### config.mk
export PLATFORM = sky130hd
export DESIGN_NAME = uart_tx_serializer
export DESIGN_NICKNAME = d
export VERILOG_FILES = /design/src/rtl/uart_pkg.sv /design/src/rtl/uart_baud_gen.sv /design/src/rtl/uart_tx_serializer.sv
export SDC_FILE = /design/constraint.sdc
export NUM_CORES = 1
export LEC_CHECK = 0
export ABC_AREA = 1
export CELL_PAD_IN_SITES_DETAIL_PLACEMENT = 1
export CELL_PAD_IN_SITES_GLOBAL_PLACEMENT = 2
export CORE_ASPECT_RATIO = 1.25
export CORE_UTILIZATION = 33
export CTS_CLUSTER_SIZE = 30
export DETAILED_ROUTE_END_ITERATION = 6
export PLACE_DENSITY = 0.83
export SLEW_MARGIN = 25
export SYNTH_ARGS = -nofsm -noshare
export SYNTH_HDL_FRONTEND = slang
export SYNTH_SLANG_ARGS = --single-unit
### constraint.sdc
create_clock -name clk -period 1.8 [get_ports clk]
set_input_delay 0.36 -clock clk [delete_from_list [all_inputs] [get_ports clk]]
set_output_delay 0.36 -clock clk [all_outputs]
set_load 0.01 [all_outputs]
### src/rtl/uart_pkg.sv
// uart_pkg: shared UART transmit types and constants (PARITY state exists only with UART_TX_PARITY_EN)
package uart_pkg;
   localparam int UART_DATA_BITS = 8;
   localparam int UART_DEFAULT_CLKS_PER_BIT = 868;
`ifdef UART_TX_PARITY_EN
   typedef enum logic [2:0] {IDLE, START, DATA, PARITY, STOP} uart_tx_state_t;
`else
   typedef enum logic [2:0] {IDLE, START, DATA, STOP} uart_tx_state_t;
`endif
endpackage

### src/rtl/uart_baud_gen.sv
// uart_baud_gen: free-running bit-period counter, cleared on frame load so bit edges align to the start edge
module uart_baud_gen
   import uart_pkg::*;
#(
   parameter int CLKS_PER_BIT = UART_DEFAULT_CLKS_PER_BIT
) (
   input  logic clk,
   input  logic reset,
   input  logic i_clear,
   output logic o_baud_done
);
   localparam int CW = $clog2(CLKS_PER_BIT);
   logic [CW-1:0] r_cnt;
   assign o_baud_done = r_cnt == CW'(CLKS_PER_BIT - 1);
   // count clocks within a bit, wrapping at the bit end or restarting on load
   always_ff @(posedge clk or posedge reset)
      if (reset) r_cnt <= '0;
      else r_cnt <= (i_clear | o_baud_done) ? '0 : r_cnt + CW'(1);
endmodule

### src/rtl/uart_tx_serializer.sv
// uart_tx_serializer: pops bytes from the TX FIFO and shifts them out as 8N1 frames (8E1 with UART_TX_PARITY_EN)
module uart_tx_serializer
   import uart_pkg::*;
#(
   parameter int CLKS_PER_BIT = UART_DEFAULT_CLKS_PER_BIT
) (
   input  logic       clk,
   input  logic       reset,
   input  logic       enable,
   input  logic [7:0] fifo_data,
   input  logic       fifo_empty,
   output logic       fifo_read,
   output logic       tx,
   output logic       busy
);
   uart_tx_state_t r_state, w_state_nxt;
   logic [7:0] r_shift, w_shift_nxt;
   logic [2:0] r_bit, w_bit_nxt;
   logic       r_tx, w_tx_nxt;
   logic       w_load, w_baud_done;
`ifdef UART_TX_PARITY_EN
   logic       r_parity, w_parity_nxt;
`endif
   assign w_load = enable & ~fifo_empty & (r_state == IDLE | (r_state == STOP & w_baud_done));
   assign fifo_read = w_load;
   assign tx = r_tx;
   assign busy = r_state != IDLE;
   uart_baud_gen #(.CLKS_PER_BIT(CLKS_PER_BIT)) u_baud (
      .clk        (clk),
      .reset      (reset),
      .i_clear    (w_load),
      .o_baud_done(w_baud_done)
   );
   // frame sequencing: load a byte, then advance one bit slot per baud period
   always_comb begin
      w_state_nxt = r_state;
      w_shift_nxt = r_shift;
      w_bit_nxt = r_bit;
      w_tx_nxt = r_tx;
`ifdef UART_TX_PARITY_EN
      w_parity_nxt = r_parity;
`endif
      if (w_load) begin
         w_state_nxt = START;
         w_shift_nxt = fifo_data;
         w_tx_nxt = 1'b0;
`ifdef UART_TX_PARITY_EN
         w_parity_nxt = ^fifo_data;
`endif
      end else if (w_baud_done) begin
         case (r_state)
            START: begin
               w_state_nxt = DATA;
               w_tx_nxt = r_shift[0];
            end
            DATA: begin
               w_shift_nxt = r_shift >> 1;
               w_bit_nxt = r_bit + 3'd1;
               if (r_bit == 3'(UART_DATA_BITS - 1)) begin
`ifdef UART_TX_PARITY_EN
                  w_state_nxt = PARITY;
                  w_tx_nxt = r_parity;
`else
                  w_state_nxt = STOP;
                  w_tx_nxt = 1'b1;
`endif
               end else w_tx_nxt = r_shift[1];
            end
`ifdef UART_TX_PARITY_EN
            PARITY: begin
               w_state_nxt = STOP;
               w_tx_nxt = 1'b1;
            end
`endif
            STOP: begin
               w_state_nxt = IDLE;
               w_tx_nxt = 1'b1;
            end
            default: w_state_nxt = r_state;
         endcase
      end
   end
   // state and datapath registers; reset forces the line to mark immediately
   always_ff @(posedge clk or posedge reset)
      if (reset) begin
         r_state <= IDLE;
         r_shift <= '0;
         r_bit <= '0;
         r_tx <= 1'b1;
`ifdef UART_TX_PARITY_EN
         r_parity <= 1'b0;
`endif
      end else begin
         r_state <= w_state_nxt;
         r_shift <= w_shift_nxt;
         r_bit <= w_bit_nxt;
         r_tx <= w_tx_nxt;
`ifdef UART_TX_PARITY_EN
         r_parity <= w_parity_nxt;
`endif
      end
endmodule

Word-level counts from Yosys, hierarchy flattened
Cells that the tools add are included.
{"block": "classes", "addsub": 2, "n_mul": 0, "div": 0, "order_cmp": 0, "n_eq_ne": 6, "shift": 0, "n_mux": 12, "bitwise": 7, "reduce_logical": 9}
{"operator": "$mux W8", "n": 3}
{"operator": "$add A10 B1 Y10 const B", "n": 1}
{"operator": "$eq A10 B10 Y1 const B", "n": 1}
{"operator": "$mux W10", "n": 1}
{"operator": "$mux W3", "n": 3}
{"operator": "$pmux W3 S3", "n": 1}
{"operator": "$eq A3 B2 Y1 const B", "n": 2}
{"operator": "$reduce_and A3 Y1", "n": 2}
{"operator": "$reduce_and A2 Y1", "n": 2}
{"operator": "$reduce_bool A2 Y1", "n": 2}
{"operator": "$reduce_bool A4 Y1", "n": 1}
{"operator": "$add A3 B1 Y3 const B", "n": 1}
{"operator": "$and A1 B1 Y1", "n": 3}
{"operator": "$eq A3 B1 Y1 const B", "n": 1}
{"operator": "$eq A3 B3 Y1 const B", "n": 1}
{"operator": "$logic_not A3 Y1", "n": 1}
{"operator": "$mux W1", "n": 3}
{"operator": "$ne A3 B2 Y1 const B", "n": 1}
{"operator": "$pmux W1 S3", "n": 1}
{"operator": "$reduce_bool A3 Y1", "n": 1}
{"operator": "$not A1 Y1", "n": 2}
{"operator": "$or A1 B1 Y1", "n": 2}
{"block": "word_totals", "ff_bits": 25, "latchBits": 0, "ramBits": 0, "rom_bits": 0, "output_inout_bits": 3, "elab_cells": 41, "mem_count": 0}

Logic depth before layout (Yosys ltp)
Gate-level depths: netlist of the first run.
{"block": "logic_depth", "ltp_word": 6, "depth_mapped": 12}

By module
A second synthesis of the first run with hierarchy kept.
{"block": "hier_totals", "cells_unflattened": 188, "hier_area_um2": 1423.9}
{"module": "uart_tx_serializer", "instances": 1, "cells_per_inst": 109, "area_per_inst_um2": 840.8, "seq_area_each_um2": 351.6}
{"module": "uart_baud_gen", "instances": 1, "cells_per_inst": 79, "area_per_inst_um2": 583.1, "seq_area_each_um2": 250.2}

Worst setup path after synthesis of the first run
No wires, ideal clock.
{"block": "synth_timing", "path_type": "flip-flop to output port", "startpoint": "register u_baud.r_cnt[0]", "endpoint": "output port fifo_read", "t_arrival_ns": 1.187, "setup_slack_ns": 0.253, "path_stages_with_launch": 10, "n_path_buf": 0, "path_cell_list": "dfrtp_1 > ha_1 > nand2_1 > inv_1 > nand2_1 > nor2_2 > nand3_2 > nand2_4 > nand2_4 > inv_1"}
{"block": "synth_between", "elab_chain_len": 4}
{"element": "from (decl)", "line": "uart_baud_gen.sv:13", "source": "logic [CW-1:0] r_cnt;"}
{"element": "from (signal assigned)", "line": "uart_baud_gen.sv:18", "source": "else r_cnt <= (i_clear | o_baud_done) ? '0 : r_cnt + CW'(1);"}
{"element": "$eq A10 B10 Y1", "line": "uart_baud_gen.sv:14", "source": "assign o_baud_done = r_cnt == CW'(CLKS_PER_BIT - 1);"}
{"element": "$and A1 B1 Y1", "line": "uart_tx_serializer.sv:24", "source": "assign w_load = enable & ~fifo_empty & (r_state == IDLE | (r_state == STOP & w_baud_done));"}
{"element": "$or A1 B1 Y1", "line": "uart_tx_serializer.sv:24"}
{"element": "$and A1 B1 Y1", "line": "uart_tx_serializer.sv:24"}
{"element": "to (decl)", "line": "uart_tx_serializer.sv:12", "source": "output logic fifo_read,"}
No other way between the ends.

Worst setup path after layout of the first run
Same ends and word-level chain as after synthesis.

==> impl_metrics.json, run 1 <==
{
  "fillers": 470,
  "required_ns": 1.44,
  "syn_to_final_growth_pct": 35.8,
  "synth_nets": 175,
  "grt_pass1_vias": 1318,
  "timing.final.hold_violations": 0,
  "dpl.cell_count": 247,
  "max_stage_delay_ns": 0.36,
  "slowest_stage": "dfrtp_1",
  "fin_setup_tns_ns": 0,
  "cts_max_level": 1,
  "post-route-drc-count": 0,
  "drtIter0Drc": 26,
  "tightest_slew_ns": 0.351,
  "die_y_um": 73.3,
  "synth_top_cell_area_share_pct": 42.8,
  "ir_drop_mv": 0.284,
  "synth_fa_ha_area_share_pct": 2.79,
  "yosys.area_share.simple_pct": 38.2,
  "cp_top_family": "simple AND/OR/NAND/NOR gates",
  "antenna_found_initial": 0,
  "cp_cell_sequence": "ha_2 -> nand2_2 -> inv_2 -> nand2_2 -> nor2_2 -> nand3_2 -> nand2_4 -> nand2_4 -> inv_2 -> buf_6",
  "dp_hpwl_mm": 2.51,
  "grt_max_degree": 25,
  "io_pins": 15,
  "final_util_pct": 47.4,
  "synth_top_family_by_area": "simple AND/OR/NAND/NOR gates",
  "fmax_mhz": 558,
  "fin_cells": 258,
  "core_area_um2": 3850,
  "die_area_um2": 4330,
  "seqCellArea_um2": 602,
  "use_met3_pct": 1.58,
  "slew_headroom_pct": 76.4,
  "critical_path_class": "register to output pin",
  "setup_viol": 0,
  "fin_crit_ns": 1.79,
  "drv_slew": 0,
  "clk_latency_ns": 0.27,
  "vias": 1221,
  "grtUsageTotal_pct": 17.2,
  "grt_util_met2_pct": 34.6,
  "netlist_area_um2": 1340,
  "synth_area_leaders": "dfrtp_1 (43%), nand2_1 (10%), nand3_1 (8.6%)",
  "cts_made_buffers": 3,
  "synthMuxAreaShare_pct": 0,
  "avgSynthCellArea_um2": 8.40,
  "use_met1_pct": 18.0,
  "finalPower_mw": 1.06,
  "multi_input_area_um2": 654,
  "grt_pass1_wl_mm": 5.68,
  "crit_arrival_ns": 1.43,
  "start_util_pct": 34.9,
  "synthXorXnorAreaFrac_pct": 2.61,
  "ys_seq_area_share_pct": 44.8,
  "via_per_inst": 4.73,
  "end_kind": "output pin",
  "ys_types": 29,
  "synthCells": 160,
  "dr.pass1.iters": 3,
  "layout-drive-gt1-share_pct": 30.4,
  "p_per_area_nw_per_um2": 583,
  "placed_area_um2": 1690,
  "clock_skew_ns": 0.00265,
  "fin_ws_ns": 0.00778,
  "fp.dieW_um": 59.1,
  "cts.sinks": 24,
  "final.period_utilization_pct": 99.6,
  "post-place-ws_ns": -0.271,
  "synth_area_leader_cell": "dfrtp_1",
  "hp-class": "input pin to async pin",
  "path_clk_slew_ns": 0.09,
  "synth_compound_area_share_pct": 4.38,
  "outcome": "finished clean",
  "antenna_cells": 0,
  "yosysWarnings": 0,
  "cp_max_fo": 2,
  "rows": 25,
  "gp_congestion": 0.788,
  "max-clock-path-buffers": 2,
  "avgRoutedWirePerCell_um": 13.1,
  "stdcell_area_um2": 1820,
  "io_buffers": 14,
  "top_usage_layer": "met2",
  "p_leak_nw": 0.923,
  "wirelength_mm": 3.37,
  "antenna_left": 0,
  "cts_tree": "yes",
  "start_kind": "register",
  "clockRootBuffer": "clkbuf_8",
  "ys_ff_latch": 24,
  "fin_nets": 220,
  "rsz0062_at_grt": "true",
  "grt_overflow": 0,
  "maxCapViolCount": 0,
  "hold_slack_ns": 0.433,
  "cp_num_buf_inv": 3
}
## cell usage in the layout (no fill, tap or decap), types with 2 or more instances in the layout
master,n
clkdlybuf4s50_1,12
nand2_2,4
nand3_1,23
a21oi_1,4
buf_4,28
nor3b_1,2
nand2_4,2
nor3_1,4
xor2_1,4
dfrtp_1,23
nor2_1,15
clkbuf_8,3
nand3_2,3
inv_1,13
nand2_1,34
inv_2,7
ha_1,2
nor2_2,4
## path summary, 6_finish.rpt
| check | from | end | slack [ns] | cells past startpoint |
|---|---|---|---|---|
| max | u_baud.r_cnt[0] | fifo_read | 0.008 | 10 |
| min | reset | u_baud.r_cnt[6] | 0.43 | 3 |
| max reg2reg | u_baud.r_cnt[0] | r_shift[2] | 0.15 | 9 |
| min reg2reg | tx | tx | 0.47 | 2 |
| max in group asynchronous | reset | tx | 1.07 | 3 |
| min in group clk | tx | tx | 0.47 | 2 |
## worst reg2reg max path: stages, from the launching register on
cell and delay, ns:
dfrtp_1 0.36, ha_2 0.20, nand2_2 0.06, buf_4 0.13, nor2_2 0.14, nand3_4 0.13
nor2_8 0.19, inv_2 0.14, nand3_1 0.12, nand3_1 0.07
## logic make-up after synthesis
group / Yosys count
buffers and inverters: 22
AND/OR/NAND/NOR: 98
adder cells (fa/ha/maj): 3
flip-flops: 24
XOR/XNOR: 4
AO/OA/AOI/OAI: 9
## power breakdown
part	total, mW	internal, mW	switching, mW	leakage, nW
clock network	0.478	0.297	0.181	0.0357
logic	0.0461	0.0259	0.0201	0.612
registers	0.539	0.539	0	0.275
## registers in the layout, summed over array words and instances (netlist names)
signal,count
tx,1
r_bit,3
u_baud.r_cnt,10
r_state,2
r_shift,8
## metal layers
metal,share of wire (%),vias to the layer above
met4,0.98,0
li1,-,600
met5,0,-
met3,1.4,4
met1,40,605
met2,58,12
## area by class of cell
type                       instances  share of cell area [%]
timing repair buffer              42                    19.4
clock buffer                       3                    2.26
clock inverter                     1                    1.65
multi-input combinational        114                    35.9
inverter                          20                    4.12
sequential                        24                    33.0
tap                               54                    3.70
## synth_stat cells
library cell and count:
nand2_1 36, buf_6 2, inv_1 15, nand2_4 2, a31oi_1 1, a21oi_1 4
o21bai_1 1, nand4_2 1, nand3b_1 1, o211ai_1 1, dfrtp_1 23, or2_4 1
nor2_1 16, nand3_4 1, xor2_1 4, dfstp_2 1, nor2_8 1, nor3_1 4
nor2_4 1, inv_2 5, nor3b_1 2, nor2_2 3, or2_2 1, nand3_2 3
o31ai_2 1, nand3_1 23, nand2_2 2, o21ai_1 1, ha_1 3
## timing repair
| item | 4_1_cts | 5_1_grt |
|---|---|---|
| hold buffers | 0 | 0 |
| resized for setup | 9 | 3 |
| setup buffers | 3 | 4 |
| cloned | 0 | 0 |
| pin swaps | 3 | 3 |
| endpoints found under the setup margin | 2 | 2 |
Note: power is estimated with default switching activity, not from simulation.
==> run 2, diff against run 1 <==
--- a/config.mk
+++ b/config.mk
@@ -9,10 +9,10 @@
 export CELL_PAD_IN_SITES_DETAIL_PLACEMENT = 1
 export CELL_PAD_IN_SITES_GLOBAL_PLACEMENT = 2
 export CORE_ASPECT_RATIO = 1.25
-export CORE_UTILIZATION = 33
+export CORE_UTILIZATION = 35
 export CTS_CLUSTER_SIZE = 30
 export DETAILED_ROUTE_END_ITERATION = 6
-export PLACE_DENSITY = 0.83
+export PLACE_DENSITY = 0.87
 export SLEW_MARGIN = 25
 export SYNTH_ARGS = -nofsm -noshare
 export SYNTH_HDL_FRONTEND = slang
==> constraint.sdc (replaced) <==
create_clock -name clk -period 2.1 [get_ports clk]
set_input_delay 0.42 -clock clk [delete_from_list [all_inputs] [get_ports clk]]
set_output_delay 0.42 -clock clk [all_outputs]
set_load 0.01 [all_outputs]
==> run 2 against run 1 <==
Wire length shrank 6.9%. Critical endpoint is now busy. Die area down 5.5%. Sequential power down 14%. Hold slack better by 0.058 ns. Non-clock buffer count shrank 17. First-iteration DRC count increased by 88%. Cell area is 9.9% lower. Sequential cell count unchanged. Global-route usage increased by 0.72 points. Power fell by 23%. Worst setup slack better by 0.13 ns. Clock power shrank 34%.
==> impl_metrics.json, run 2 (same netlist as run 1, synthesis figures left out) <==
{
  "top_register": "u_baud.r_cnt",
  "antenna_cells": 0,
  "critical_path_class": "register to output pin",
  "avgRoutedWirePerCell_um": 13.9,
  "hold_slack_ns": 0.491,
  "use_met3_pct": 1.62,
  "top_usage_layer": "met2",
  "p_per_area_nw_per_um2": 498,
  "r2r_slack_ns": 0.55,
  "rsz0062_at_grt": "false",
  "max_stage_delay_ns": 0.55,
  "startpoint": "r_state[0]",
  "p_clk_share_pct": 38.7,
  "setup_viol": 0,
  "post-route-drc-count": 0,
  "grt_pass1_wl_mm": 5.66,
  "dr.pass1.iters": 4,
  "fin_crit_ns": 1.97,
  "hp-class": "register to register",
  "internal_power_mw": 0.651,
  "fillers": 437,
  "cts_tree": "yes",
  "switching_share_pct": 20.4,
  "outcome": "finished clean",
  "die_area_um2": 4090,
  "grt_util_met2_pct": 32.9,
  "combPwrFrac_pct": 4.9,
  "dp_hpwl_mm": 2.53,
  "fp.dieW_um": 57.4,
  "syn_to_final_growth_pct": 22.3,
  "crit_arrival_ns": 1.55,
  "wirelength_mm": 3.14,
  "cp_max_fo": 6,
  "reg2reg_to": "r_shift[6]",
  "cts.sinks": 24,
  "io_buffers": 14,
  "antenna_found_initial": 0,
  "grtUsageTotal_pct": 17.9,
  "sequentialPowerShare_pct": 56.4,
  "clk_latency_ns": 0.27,
  "cp_top_family": "buffers and inverters",
  "max-clock-path-buffers": 2,
  "p_sw_mw": 0.167,
  "cts_max_level": 1,
  "holdPathStages": 2,
  "path_clk_slew_ns": 0.09,
  "die_y_um": 71.3,
  "hold_buffers": 0,
  "core_area_um2": 3570,
  "grt_pass1_vias": 1251,
  "final.period_utilization_pct": 93.6,
  "fmax_mhz": 509,
  "dpl.cell_count": 221,
  "fin_cells": 226,
  "p_leak_nw": 0.832,
  "finalPower_mw": 0.818,
  "cts_made_buffers": 3,
  "antenna_left": 0,
  "layout_common_cells": "nand2_1 (36), nand3_1 (23), dfrtp_1 (23), nor2_1 (16), inv_1 (15)",
  "worstHoldEndpoint": "tx",
  "via_per_inst": 4.87,
  "layout-drive-gt1-share_pct": 20.9,
  "fin_nets": 203,
  "seqCellArea_um2": 602,
  "clockRootBuffer": "clkbuf_8",
  "cp_cell_sequence": "nor2_1 -> inv_1 -> clkdlybuf4s50_1",
  "use_met1_pct": 20.6,
  "cp_num_buf_inv": 2,
  "slew_headroom_pct": 76.8,
  "largest_reg_flops": 10,
  "final_util_pct": 46.0,
  "drtIter0Drc": 49,
  "tightest_slew_ns": 0.346,
  "slowest_stage": "clkdlybuf4s50_1",
  "grt_max_degree": 25,
  "reg2reg_depth": 9,
  "timing.final.hold_violations": 0,
  "multi_input_area_um2": 644,
  "ir_drop_mv": 0.213,
  "rows": 24,
  "end_kind": "output pin",
  "clock_skew_ns": 0.00539,
  "drv_slew": 0,
  "required_ns": 1.68,
  "hold_start": "tx",
  "start_kind": "register",
  "gp_congestion": 0.741,
  "largestRegisters": "u_baud.r_cnt (10), r_shift (8), r_bit (3)",
  "io_pins": 15,
  "maxCapViolCount": 0,
  "vias": 1100,
  "regToRegStartpoint": "u_baud.r_cnt[3]",
  "final_common_cell": "nand2_1",
  "start_util_pct": 37.6,
  "grt_overflow": 0
}
## run 2: cell count changes in the layout (fill, tap and decap cells not counted), moves of 2 or more
cell	before	now
buf_4	28	11
nand2_2	4	2
inv_1	13	15
inv_2	7	5
nand2_1	34	36
## run 2: power groups by stage
stage | Clock (mW) | Combinational, mW | Sequential, mW
finish | 0.317 | 0.0398 | 0.462
global route | 0.342 | 0.0440 | 0.462
CTS | 0.322 | 0.0403 | 0.462
detailed placement | 0 | 0.0403 | 0.471
global placement | 0 | 0.0392 | 0.471
floorplan | 0 | 0.0111 | 0.471
## run 2: timing repair
| action | 4_1_cts | 5_1_grt |
|---|---|---|
| setup endpoints to repair | 1 | 1 |
| gates resized for setup | 2 | 1 |
| buffers inserted | 1 | 0 |
## run 2: worst max-delay path by stage
stage          cells past startpoint  slack, ns   endpoint
2_1_floorplan                      9       0.49  fifo_read
3_3_place_gp                       6      -0.08  fifo_read
3_5_place_dp                       6       -0.1  fifo_read
4_1_cts                           10       0.02  fifo_read
5_1_grt                           10      0.004  fifo_read
6_report                           3       0.13       busy
## run 2: final cells by class
type / instances / share of cell area, %
sequential: 24 / 36.6
multi-input combinational: 114 / 39.2
inverter: 20 / 4.57
tap: 39 / 2.97
timing repair buffer: 25 / 13.3
clock buffer: 4 / 3.35
## run 2: stage by stage
step | setup WS (ns) | setup TNS (ns) | area, um^2
2_1_floorplan | 0.493 | 0 | 1340
3_3_place_gp | -0.0774 | -0.0774 | 1590
3_5_place_dp | -0.0956 | -0.0956 | 1590
4_1_cts | 0.0186 | 0 | 1650
5_1_grt | 0.00350 | 0 | 1640
6_report | 0.134 | 0 | 1640
## run 2: worst min-delay path, delay by kind of cell (launching register included)
family	cells	cell delay [ns]
compound gates	1	0.06
flops	1	0.38
simple gates	1	0.05
## run 2: layer usage
metal	vias to the layer above	part of all wire, %
li1	562	-
met1	519	44
met2	15	53
met3	4	1.6
met4	0	1.6
met5	-	0
==> run 3, diff against run 2 <==
--- a/config.mk
+++ b/config.mk
@@ -9,11 +9,12 @@
 export CELL_PAD_IN_SITES_DETAIL_PLACEMENT = 1
 export CELL_PAD_IN_SITES_GLOBAL_PLACEMENT = 2
 export CORE_ASPECT_RATIO = 1.25
+export CORE_MARGIN = 8
 export CORE_UTILIZATION = 35
 export CTS_CLUSTER_SIZE = 30
 export DETAILED_ROUTE_END_ITERATION = 6
 export PLACE_DENSITY = 0.87
-export SLEW_MARGIN = 25
+export SLEW_MARGIN = 20
 export SYNTH_ARGS = -nofsm -noshare
 export SYNTH_HDL_FRONTEND = slang
 export SYNTH_SLANG_ARGS = --single-unit
==> run 3 against run 2 <==
Clock power up 27%. Sequential cell count unchanged. Global-route usage decreased by 6.6 points. Wire length shrank 3.9%. Utilization down 1.8 points. Worst setup slack worse by 0.016 ns. Combinational power is essentially flat. Final cell count shrank 0.44%. Non-clock buffer count decreased by 2. Clock-buffer cell count fell by 1. Die area increased by 49%. Largest cell class unchanged. Largest power group unchanged. Highest routed layer unchanged.
==> impl_metrics.json, run 3 (same netlist as run 1, synthesis figures left out) <==
{
  "tightest_slew_ns": 0.355,
  "clk_latency_ns": 0.26,
  "dr.pass1.iters": 4,
  "fin_nets": 201,
  "hold_start": "tx",
  "largest_reg_flops": 10,
  "gp_congestion": 0.780,
  "clockRootBuffer": "clkbuf_8",
  "p_leak_nw": 0.828,
  "top_register": "u_baud.r_cnt",
  "clock_skew_ns": 0.00539,
  "final.period_utilization_pct": 94.4,
  "grtUsageTotal_pct": 11.3,
  "grt_pass1_vias": 1304,
  "rows": 25,
  "path_clk_slew_ns": 0.09,
  "cts_tree": "yes",
  "core_area_um2": 3720,
  "post-route-drc-count": 0,
  "io_buffers": 14,
  "ir_drop_mv": 0.261,
  "finalPower_mw": 0.903,
  "dp_hpwl_mm": 2.48,
  "io_pins": 15,
  "regToRegStartpoint": "u_baud.r_cnt[1]",
  "crit_arrival_ns": 1.56,
  "cts.sinks": 24,
  "hp-class": "register to register",
  "cp_top_family": "buffers and inverters",
  "required_ns": 1.68,
  "avgRoutedWirePerCell_um": 13.4,
  "cp_num_buf_inv": 2,
  "grt_max_degree": 25,
  "layout_common_cells": "nand2_1 (36), nand3_1 (23), dfrtp_1 (23), nor2_1 (16), inv_1 (15)",
  "startpoint": "r_state[1]",
  "via_per_inst": 4.99,
  "largestRegisters": "u_baud.r_cnt (10), r_shift (8), r_bit (3)",
  "fp.dieW_um": 71.4,
  "maxCapViolCount": 0,
  "end_kind": "output pin",
  "fin_crit_ns": 1.98,
  "layout-drive-gt1-share_pct": 20.0,
  "hold_buffers": 0,
  "fin_setup_tns_ns": 0,
  "max-clock-path-buffers": 2,
  "cts_max_level": 1,
  "cts_made_buffers": 3,
  "timing.final.hold_violations": 0,
  "start_util_pct": 36.1,
  "postCtsSetupBuffers": 0,
  "antenna_cells": 0,
  "grt_pass1_wl_mm": 5.64,
  "final_common_cell": "nand2_1",
  "drv_slew": 0,
  "start_kind": "register",
  "cp_max_fo": 6,
  "slew_headroom_pct": 76.2,
  "antenna_found_initial": 0,
  "die_y_um": 85.3,
  "outcome": "finished clean",
  "drtIter0Drc": 21,
  "slowest_stage": "clkdlybuf4s50_1",
  "cp_cell_sequence": "nor2_1 -> inv_1 -> clkdlybuf4s50_1",
  "p_per_area_nw_per_um2": 549,
  "syn_to_final_growth_pct": 22.4,
  "rsz0062_at_grt": "false",
  "antenna_left": 0,
  "die_area_um2": 6090,
  "fmax_mhz": 504,
  "hold_slack_ns": 0.474,
  "grt_overflow": 0,
  "setup_viol": 0,
  "vias": 1122,
  "fillers": 442,
  "critical_path_class": "register to output pin",
  "max_stage_delay_ns": 0.50,
  "wirelength_mm": 3.01
}
==> run 3: final timing paths <==
path,endpoint,slack (ns),depth (start not counted)
hold / removal,tx,0.47,2
setup reg to reg,r_shift[0],0.58,8
setup / recovery,busy,0.12,3
max in group asynchronous,tx,1.31,3
min in group asynchronous,u_baud.r_cnt[5],0.50,3
hold reg to reg,tx,0.47,2
==> run 3: layout make-up <==
class | count | area (um^2) | area share, %
multi-input cells | 114 | 644 | 39.2
flip-flops and latches | 24 | 602 | 36.6
repair buffers | 23 | 203 | 12.3
inverters | 20 | 75.1 | 4.56
well taps | 40 | 50.0 | 3.04
clock buffers | 3 | 41.3 | 2.51
clock inverters | 1 | 30.0 | 1.83
==> run 3: per-stage QoR <==
step	utilization [%]	setup slack, ns	instance area [um^2]	cells
finish	44.2	0.118	1650	225
global route	44.2	0.0283	1650	225
CTS	44.3	0.00766	1650	225
detailed placement	42.4	-0.107	1580	221
global placement	42.4	-0.0819	1580	221
floorplan	-	0.493	1340	160
==> run 3: routing by layer <==
layer | global-route usage [%] | share of wire [%] | up-vias | wire [um]
met2 | 21.9 | 54 | 15 | 1620
met4 | 4.55 | 2.0 | 0 | 59
met1 | 11.6 | 42 | 535 | 1260
li1 | - | - | 565 | -
met5 | 0 | 0 | - | 0
met3 | 1.53 | 2.1 | 7 | 63
==> run 3: worst min-delay path: stages (launching register included) <==
cell and delay, ns:
dfstp_2 0.38, nand2_1 0.05, o21ai_1 0.05
==> run 3: what timing repair did <==
item | CTS | global route
resized for setup | 2 | 1
cloned | 0 | 0
endpoints found under the hold margin | 0 | 0
endpoints found under the setup margin | 1 | 1
==> run 3: where the power goes <==
part	switching, mW	leakage, nW	internal [mW]	total (mW)
sequential	0	0.275	0.462	0.462
combinational	0.0175	0.517	0.0223	0.0397
clock	0.148	0.0357	0.254	0.402
